<file path="config.mk">
export PLATFORM = sky130hd
export DESIGN_NAME = core_scheduler_flat
export DESIGN_NICKNAME = d
export VERILOG_FILES = /design/src/rtl/core_scheduler_if.sv /design/src/rtl/core_scheduler.sv /design/src/flat_wrapper.sv
export SDC_FILE = /design/constraint.sdc
export NUM_CORES = 1
export LEC_CHECK = 0
export CAP_MARGIN = 20
export CORE_UTILIZATION = 49
export DETAILED_ROUTE_END_ITERATION = 10
export MAX_ROUTING_LAYER = met4
export PLACE_DENSITY_LB_ADDON = 0.1
export SLEW_MARGIN = 20
export SYNTH_ARGS = -nofsm -noshare
export SYNTH_HDL_FRONTEND = slang
export SYNTH_SLANG_ARGS = --single-unit
</file>
<file path="constraint.sdc">
create_clock -name clock -period 2.5 [get_ports clock]
set_input_delay 0.25 -clock clock [delete_from_list [all_inputs] [get_ports clock]]
set_output_delay 0.25 -clock clock [all_outputs]
set_load 0.03 [all_outputs]
</file>
<file path="src/rtl/core_scheduler_if.sv">
// Host/core-side signal bundle for core_scheduler.
// The master side is the host plus the core_N end_process sources.
// The slave side is the scheduler itself.
interface core_scheduler_if #(
  parameter int NUM_CORES = 4,
  parameter int CNT_W     = 16
);
  logic                   start;
  logic [NUM_CORES-1:0]   core_mask;
  logic [NUM_CORES-1:0]   end_process;
  logic [2*NUM_CORES-1:0] status;
  logic                   busy;
  logic                   done;
  logic                   timed_out;
  logic [NUM_CORES-1:0]   finished;
  logic [CNT_W-1:0]       cycles;

  modport master (
    output start, core_mask, end_process,
    input  status, busy, done, timed_out, finished, cycles
  );

  modport slave (
    input  start, core_mask, end_process,
    output status, busy, done, timed_out, finished, cycles
  );
endinterface

</file>
<file path="src/rtl/core_scheduler.sv">
// core_scheduler: launches a masked group of matrix-multiplication cores,
// tracks per-core completion, counts run cycles and applies an optional
// run-cycle timeout. One done pulse is reported per accepted start.
// Every output is decoded from registered state only.
module core_scheduler #(
  parameter int NUM_CORES = 4,
  parameter int CNT_W     = 16,
  parameter int TIMEOUT   = 0
) (
  input  logic            clock,
  input  logic            reset,
  core_scheduler_if.slave bus
);

  typedef enum logic [1:0] {
    IDLE   = 2'd0,
    LAUNCH = 2'd1,
    RUN    = 2'd2,
    DONE   = 2'd3
  } state_t;

  localparam logic [1:0] ST_HOLD     = 2'b00;
  localparam logic [1:0] ST_RUN      = 2'b01;
  localparam logic [1:0] ST_COMPLETE = 2'b10;

  state_t                 state;
  logic [NUM_CORES-1:0]   active_mask;
  logic [NUM_CORES-1:0]   finished;
  logic [CNT_W-1:0]       cycles;
  logic                   timed_out;

  logic [NUM_CORES-1:0]   fin_next;
  logic [CNT_W-1:0]       cycles_inc;
  logic                   timeout_hit;
  logic [2*NUM_CORES-1:0] status_d;

  // Next-state helpers for RUN: merged completion, saturating count, timeout test
  always_comb begin
    fin_next    = finished | (bus.end_process & active_mask);
    cycles_inc  = (&cycles) ? cycles : cycles + CNT_W'(1);
    timeout_hit = (TIMEOUT != 0) && (cycles_inc == CNT_W'(TIMEOUT));
  end

  // Scheduler FSM with its job bookkeeping registers
  always_ff @(posedge clock) begin
    if (reset) begin
      state       <= IDLE;
      active_mask <= '0;
      finished    <= '0;
      cycles      <= '0;
      timed_out   <= 1'b0;
    end else begin
      case (state)
        IDLE: begin
          if (bus.start) begin
            // An empty mask still counts as a job: it completes at once.
            active_mask <= bus.core_mask;
            finished    <= '0;
            cycles      <= '0;
            timed_out   <= 1'b0;
            state       <= (bus.core_mask != '0) ? LAUNCH : DONE;
          end
        end
        LAUNCH: begin
          // One guaranteed HOLD cycle so every selected core resets its PC.
          state <= RUN;
        end
        RUN: begin
          cycles   <= cycles_inc;
          finished <= fin_next;
          // Completion wins over a timeout landing on the same edge.
          if (fin_next == active_mask) begin
            state <= DONE;
          end else if (timeout_hit) begin
            timed_out <= 1'b1;
            state     <= DONE;
          end
        end
        DONE: begin
          state <= IDLE;
        end
        default: begin
          state <= IDLE;
        end
      endcase
    end
  end

  // Per-core status decode from state, active mask and latched completion
  always_comb begin
    status_d = '0;
    for (int i = 0; i < NUM_CORES; i++) begin
      case (state)
        RUN: begin
          if (finished[i])         status_d[2*i +: 2] = ST_COMPLETE;
          else if (active_mask[i]) status_d[2*i +: 2] = ST_RUN;
          else                     status_d[2*i +: 2] = ST_HOLD;
        end
        DONE: begin
          status_d[2*i +: 2] = finished[i] ? ST_COMPLETE : ST_HOLD;
        end
        default: begin
          status_d[2*i +: 2] = ST_HOLD;
        end
      endcase
    end
  end

  assign bus.status    = status_d;
  assign bus.busy      = (state == LAUNCH) || (state == RUN);
  assign bus.done      = (state == DONE);
  assign bus.timed_out = timed_out;
  assign bus.finished  = finished;
  assign bus.cycles    = cycles;

endmodule
</file>
<file path="src/flat_wrapper.sv">
// flat-port wrapper written by rule: the top's interface ports become plain ports
module core_scheduler_flat 
#(
  parameter int NUM_CORES = 4,
  parameter int CNT_W     = 16,
  parameter int TIMEOUT   = 0
)
  (clock, reset, bus_start, bus_core_mask, bus_end_process, bus_status, bus_busy, bus_done, bus_timed_out, bus_finished, bus_cycles);
  core_scheduler_if #(.NUM_CORES(NUM_CORES), .CNT_W(CNT_W)) bus_i ();
  input  logic clock;
  input  logic reset;
  input wire logic [$bits(bus_i.start)-1:0] bus_start;
  input wire logic [$bits(bus_i.core_mask)-1:0] bus_core_mask;
  input wire logic [$bits(bus_i.end_process)-1:0] bus_end_process;
  output wire logic [$bits(bus_i.status)-1:0] bus_status;
  output wire logic [$bits(bus_i.busy)-1:0] bus_busy;
  output wire logic [$bits(bus_i.done)-1:0] bus_done;
  output wire logic [$bits(bus_i.timed_out)-1:0] bus_timed_out;
  output wire logic [$bits(bus_i.finished)-1:0] bus_finished;
  output wire logic [$bits(bus_i.cycles)-1:0] bus_cycles;
  assign bus_i.start = bus_start;
  assign bus_i.core_mask = bus_core_mask;
  assign bus_i.end_process = bus_end_process;
  assign bus_status = bus_i.status;
  assign bus_busy = bus_i.busy;
  assign bus_done = bus_i.done;
  assign bus_timed_out = bus_i.timed_out;
  assign bus_finished = bus_i.finished;
  assign bus_cycles = bus_i.cycles;
  core_scheduler #(.NUM_CORES(NUM_CORES), .CNT_W(CNT_W), .TIMEOUT(TIMEOUT)) u_core (.clock(clock), .reset(reset), .bus(bus_i));
endmodule
</file>
Word level (Yosys, flattened, before mapping):

Index checks and enable logic that the tools add are counted.

* word-level logic and storage cells: 48
* output and inout port bits: 31
* input port bits: 11
* bits in registers: 26

* multiplexer cells: 25
* add/subtract/negate cells: 1
* bitwise logic cells: 2
* reduce and logical (&&, ||, !) cells: 9
* equal/unequal tests: 7

Operators with widths (number)
* $mux 16: 2
* $pmux 16 s2: 1
* $mux 2: 11
* $add 16x1->16 const B: 1
* $pmux 2 s2: 4
* $reduce_and 16->1: 1
* $pmux 2 s4: 1
* $pmux 4 s2: 1
* $reduce_and 2->1: 3
* $and 4x4->4: 1
* $eq 2x2->1 const B: 2
* $eq 4x4->1: 1
* $mux 1: 4
* $mux 4: 1
* $ne 2x2->1 const B: 2
* $or 4x4->4: 1
* $reduce_bool 4->1: 1
* $reduce_and 3->1: 1
* $eq 2x1->1 const B: 1
* $logic_not 2->1: 1
* $ne 2x1->1 const B: 1
* $reduce_bool 2->1: 1
* $logic_or 1x1->1: 1

Depth between registers and ports, before layout:

* depth in word-level cells: 5
* depth in mapped cells: 7
* mapped depth without buffers: 6

Worst setup path before layout:

Ideal clock, no wire load.

* path type: register -> register
* from: reg u_core.cycles[0], in the netlist u_core.bus.cycles[0]
* to: reg u_core.cycles[8], in the netlist u_core.bus.cycles[8]
* slack: 0.421 ns
* library setup time: 0.115 ns
* data required time: 2.385 ns
* path buffers: 2
* arrival: 1.965 ns
* clock period less this slack: 2.079 ns
* stages on the path, launching flop included: 8
* cell sequence: dfxtp_1 > ha_1 > buf_6 > nand4_1 > or4_1 > buf_2 > a41o_1 > o21a_1

* word-level cells in the longest chain between the ends: 3
* elaborated cells on any way between the ends: 6
* those cells by class: add/sub: 1; eq/ne: 1; mux: 2; reduce/logical: 2

RTL lines
* from (decl): RTL line core_scheduler.sv:29 `logic [CNT_W-1:0] cycles;`
* from (signal assigned): RTL line core_scheduler.sv:69 `cycles <= cycles_inc;`
* $add 16x1->16 or $reduce_and 16->1 (tied branches): RTL line core_scheduler.sv:40 `cycles_inc = (&cycles) ? cycles : cycles + CNT_W'(1);`
* $mux 16 or $ne 2x2->1 (tied branches)
* $pmux 16 s2 or $reduce_and 3->1 (tied branches)

Several ways; a longest one is shown, not always the timed one. The select of a mux whose other input is x is not followed.
A chain may end at the register's enable or synchronous reset.

Final worst setup path:

* from: reg u_core.state[0]
* to: out bus_status[4]

* word-level cells in the longest chain between the ends: 2
* elaborated cells on any way between the ends: 3
* those cells by class: eq/ne: 2; mux: 1

RTL lines
* from (decl): RTL line core_scheduler.sv:26 `state_t state;`
* from (signal assigned): RTL line core_scheduler.sv:61 `state <= (bus.core_mask != '0) ? LAUNCH : DONE;`
* $eq 2x2->1: RTL line core_scheduler.sv:93 `case (state)`
* $pmux 2 s2 (*): RTL line core_scheduler.sv:93
* to (decl): RTL line flat_wrapper.sv:15 `output wire logic [$bits(bus_i.status)-1:0] bus_status;`

Every way passes the cells marked *; elsewhere a longest branch is shown, timed or not.

==> impl_metrics.py <==
metrics = {
    "yosys": {
        "synth_warnings": 0,
        "synth_compound_area_share_pct": 18.1,
        "synthSimpleGateAreaFrac_pct": 37.5,
        "synth_top_cell_by_area": "dfxtp_1",
        "synth_area_leaders": "dfxtp_1 31%, nand2_1 6.3%, ha_1 3.7%",
        "syn_avg_cell_area_um2": 8.05,
        "syn_inst": 208,
        "ys_seq_area_share_pct": 31.1,
        "async_flop_share_pct": 0,
        "ys_types": 52,
        "synth-edff-count": 0,
        "muxShareOfSynthArea_pct": 4.33,
        "synth_xor_area_share_pct": 0,
        "synth_top_family_by_area": "simple AND/OR/NAND/NOR gates",
        "synth_flop_cell": "dfxtp_1",
        "postSynthNetCount": 224,
        "synth.ff_latch_count": 26,
        "synth_top_area_share_pct": 31.1,
        "syn_area_mm2": 0.00168,
        "synthAdderAreaFrac_pct": 3.73,
    },
    "cells_and_area": {
        "layout_common_cells": "40 x clkdlybuf4s50_1, 28 x nand2_1, 26 x dfxtp_1, 13 x nor2_1, 12 x nand3_1",
        "fillers": 284,
        "num_antenna_cells": 0,
        "multiInputGateArea_mm2": 0.00108,
        "final_common_cell": "clkdlybuf4s50_1",
        "syn2layout_area_growth_pct": 29.1,
        "num-nets-final": 264,
        "regArea_um2": 520,
        "drive_above_1_share_pct": 8.10,
    },
    "clocking": {
        "cts.root.buffer_cell": "clkbuf_4",
        "cts_buffers": 3,
        "clk_pin_slew_ns": 0.14,
        "clockBufferDepth": 2,
        "postCtsSetupBuffers": 0,
        "tritoncts": "done",
        "insertion_delay_ns": 0.32,
        "clock_sinks": 26,
        "h-tree-depth": 1,
    },
    "placed_design": {
        "place_ws_ns": 0.307,
        "port_buffers": 40,
        "dpl.hpwl_um": 3400,
        "place.gp.congestion": 0.921,
    },
    "grt": {
        "grt_pass1_vias": 1614,
        "grt_usage_pct": 27.5,
        "grt_overflow": 0,
        "antenna_found_initial": 0,
        "grt_pass1_wl_um": 7390,
        "grt_max_degree": 21,
    },
    "route": {
        "ant_nets": 0,
        "drtIter0Drc": 105,
        "vias": 1823,
        "routed_wl_um": 4600,
        "via_per_inst": 6.26,
        "dr.pass1.iters": 4,
        "wire_per_inst_um": 15.8,
        "drc": 0,
    },
    "timing": {
        "finalSetupViolCount": 0,
        "fmax_mhz": 431,
        "slew_headroom_pct": 66.1,
        "final_hold_viol_count": 0,
        "period_share_pct": 92.7,
        "finalSetupTns_ns": 0,
        "post-route-min-period_ns": 2.32,
        "setup_slack_ns": 0.182,
        "tightest_slew_ns": 0.507,
        "report.final.slew_viol_count": 0,
        "rsz0062_at_grt": "no",
        "clock_skew_ns": 0.00372,
    },
    "setup_path": {
        "crit_required_ns": 2.25,
        "crit_path_max_fanout": 20,
        "cp-end-kind": "primary output",
        "worst-setup-path-type": "flip-flop to primary output",
        "setup.worst_path.start": "u_core.state[0]",
        "startpoint_type": "flip-flop",
        "regToRegStartpoint": "u_core.state[1]",
        "arrival_ns": 2.07,
    },
    "hold_path": {
        "worstHoldPathType": "flip-flop to flip-flop",
        "hold_start": "u_core.active_mask[2]",
    },
    "run": {
        "cap_viol_max_count": 0,
    },
    "pwr": {
        "p_per_area_mw_per_mm2": 479,
        "power_leakage_nw": 0.771,
        "peakVddDrop_uv": 378,
    },
    "floorplan": {
        "fp.dieW_um": 60.5,
        "num_rows": 20,
        "start_util_pct": 53.1,
        "coreArea_mm2": 0.00315,
        "dieHeight_um": 60.5,
        "io_pins": 42,
        "dieArea_mm2": 0.00366,
    },
    "run_status": {
        "status": "complete, no violations",
    },
}
[final cells by class]
cell class / instances / share of cell area (%)
multi-input combinational: 164 / 50.1
timing repair buffer: 45 / 20.2
inverter: 8 / 1.39
sequential: 26 / 24.1
clock buffer: 4 / 1.68
tap: 44 / 2.54
[critical path, cell delays in order, from the launching register on]
cell             delay [ns]
dfxtp_1                0.36
inv_1                  0.16
ha_4                   0.28
nor3b_1                0.23
clkdlybuf4s50_1        0.71
[cells by family (layout without fill, tap and decap cells)]
family / count (synthesis) / in the layout
AND/OR/NAND/NOR: 109 / 109
buffers and inverters: 18 / 57
multiplexers: 7 / 7
adder cells (fa/ha/maj): 5 / 5
other: 1 / 1
AO/OA/AOI/OAI: 42 / 42
flip-flops: 26 / 26
[per-stage QoR]
step	instances	cell area [um^2]	power [mW]	hold WS, ns	utilization (%)
final	291	2160	1.04	0.510	68.6
after global routing	291	2160	1.09	0.525	68.6
after CTS	291	2150	1.03	0.509	68.3
after detailed placement	287	2110	0.812	0.489	67.1
after global placement	287	2110	0.803	0.485	67.1
after floorplan	208	1680	0.701	0.397	-
[sequential cells by signal, summed over array words and instances (netlist names)]
name and cells:
u_core.bus.cycles 16, u_core.state 2, u_core.active_mask 4, u_core.bus.finished 4
[cells in the mapped netlist (6+ instances only)]
cell and instances:
inv_1 8, nor3_1 6, nand2_1 28, nor2_1 13, dfxtp_1 26, nor4_1 9, nand3_1 12, a31oi_1 6
o21ai_1 7, and2_1 6
[metal layers]
| metal | wire length [um] | vias up | track usage [%] | part of all wire, % |
|---|---|---|---|---|
| li1 | - | 862 | - | - |
| met1 | 1960 | 857 | 32.1 | 42 |
| met2 | 2280 | 91 | 47.3 | 49 |
| met3 | 295 | 13 | 4.26 | 6.4 |
| met4 | 76 | 0 | 10.7 | 1.7 |
| met5 | 0 | - | - | 0 |
[repair_timing]
action                                  in CTS  in global routing
hold buffers                                 0                  0
endpoints found under the setup margin       4                  1
resized for setup                            1                  1
hold endpoints to repair                     0                  0
[worst paths after layout]
path,endpoint,slack [ns],depth (start not counted)
hold / removal,u_core.active_mask[2],0.51,2
setup reg to reg,u_core.state[1],0.34,6
setup / recovery,bus_status[4],0.18,4
hold reg to reg,u_core.active_mask[2],0.51,2
[report_power, final]
group,internal (mW),leakage (nW),switching [mW]
clock network,0.0891,0.0210,0.129
registers,0.435,0.210,0.0276
logic,0.144,0.539,0.211
total,0.669,0.771,0.368
Power figures use the tool's default switching activity.
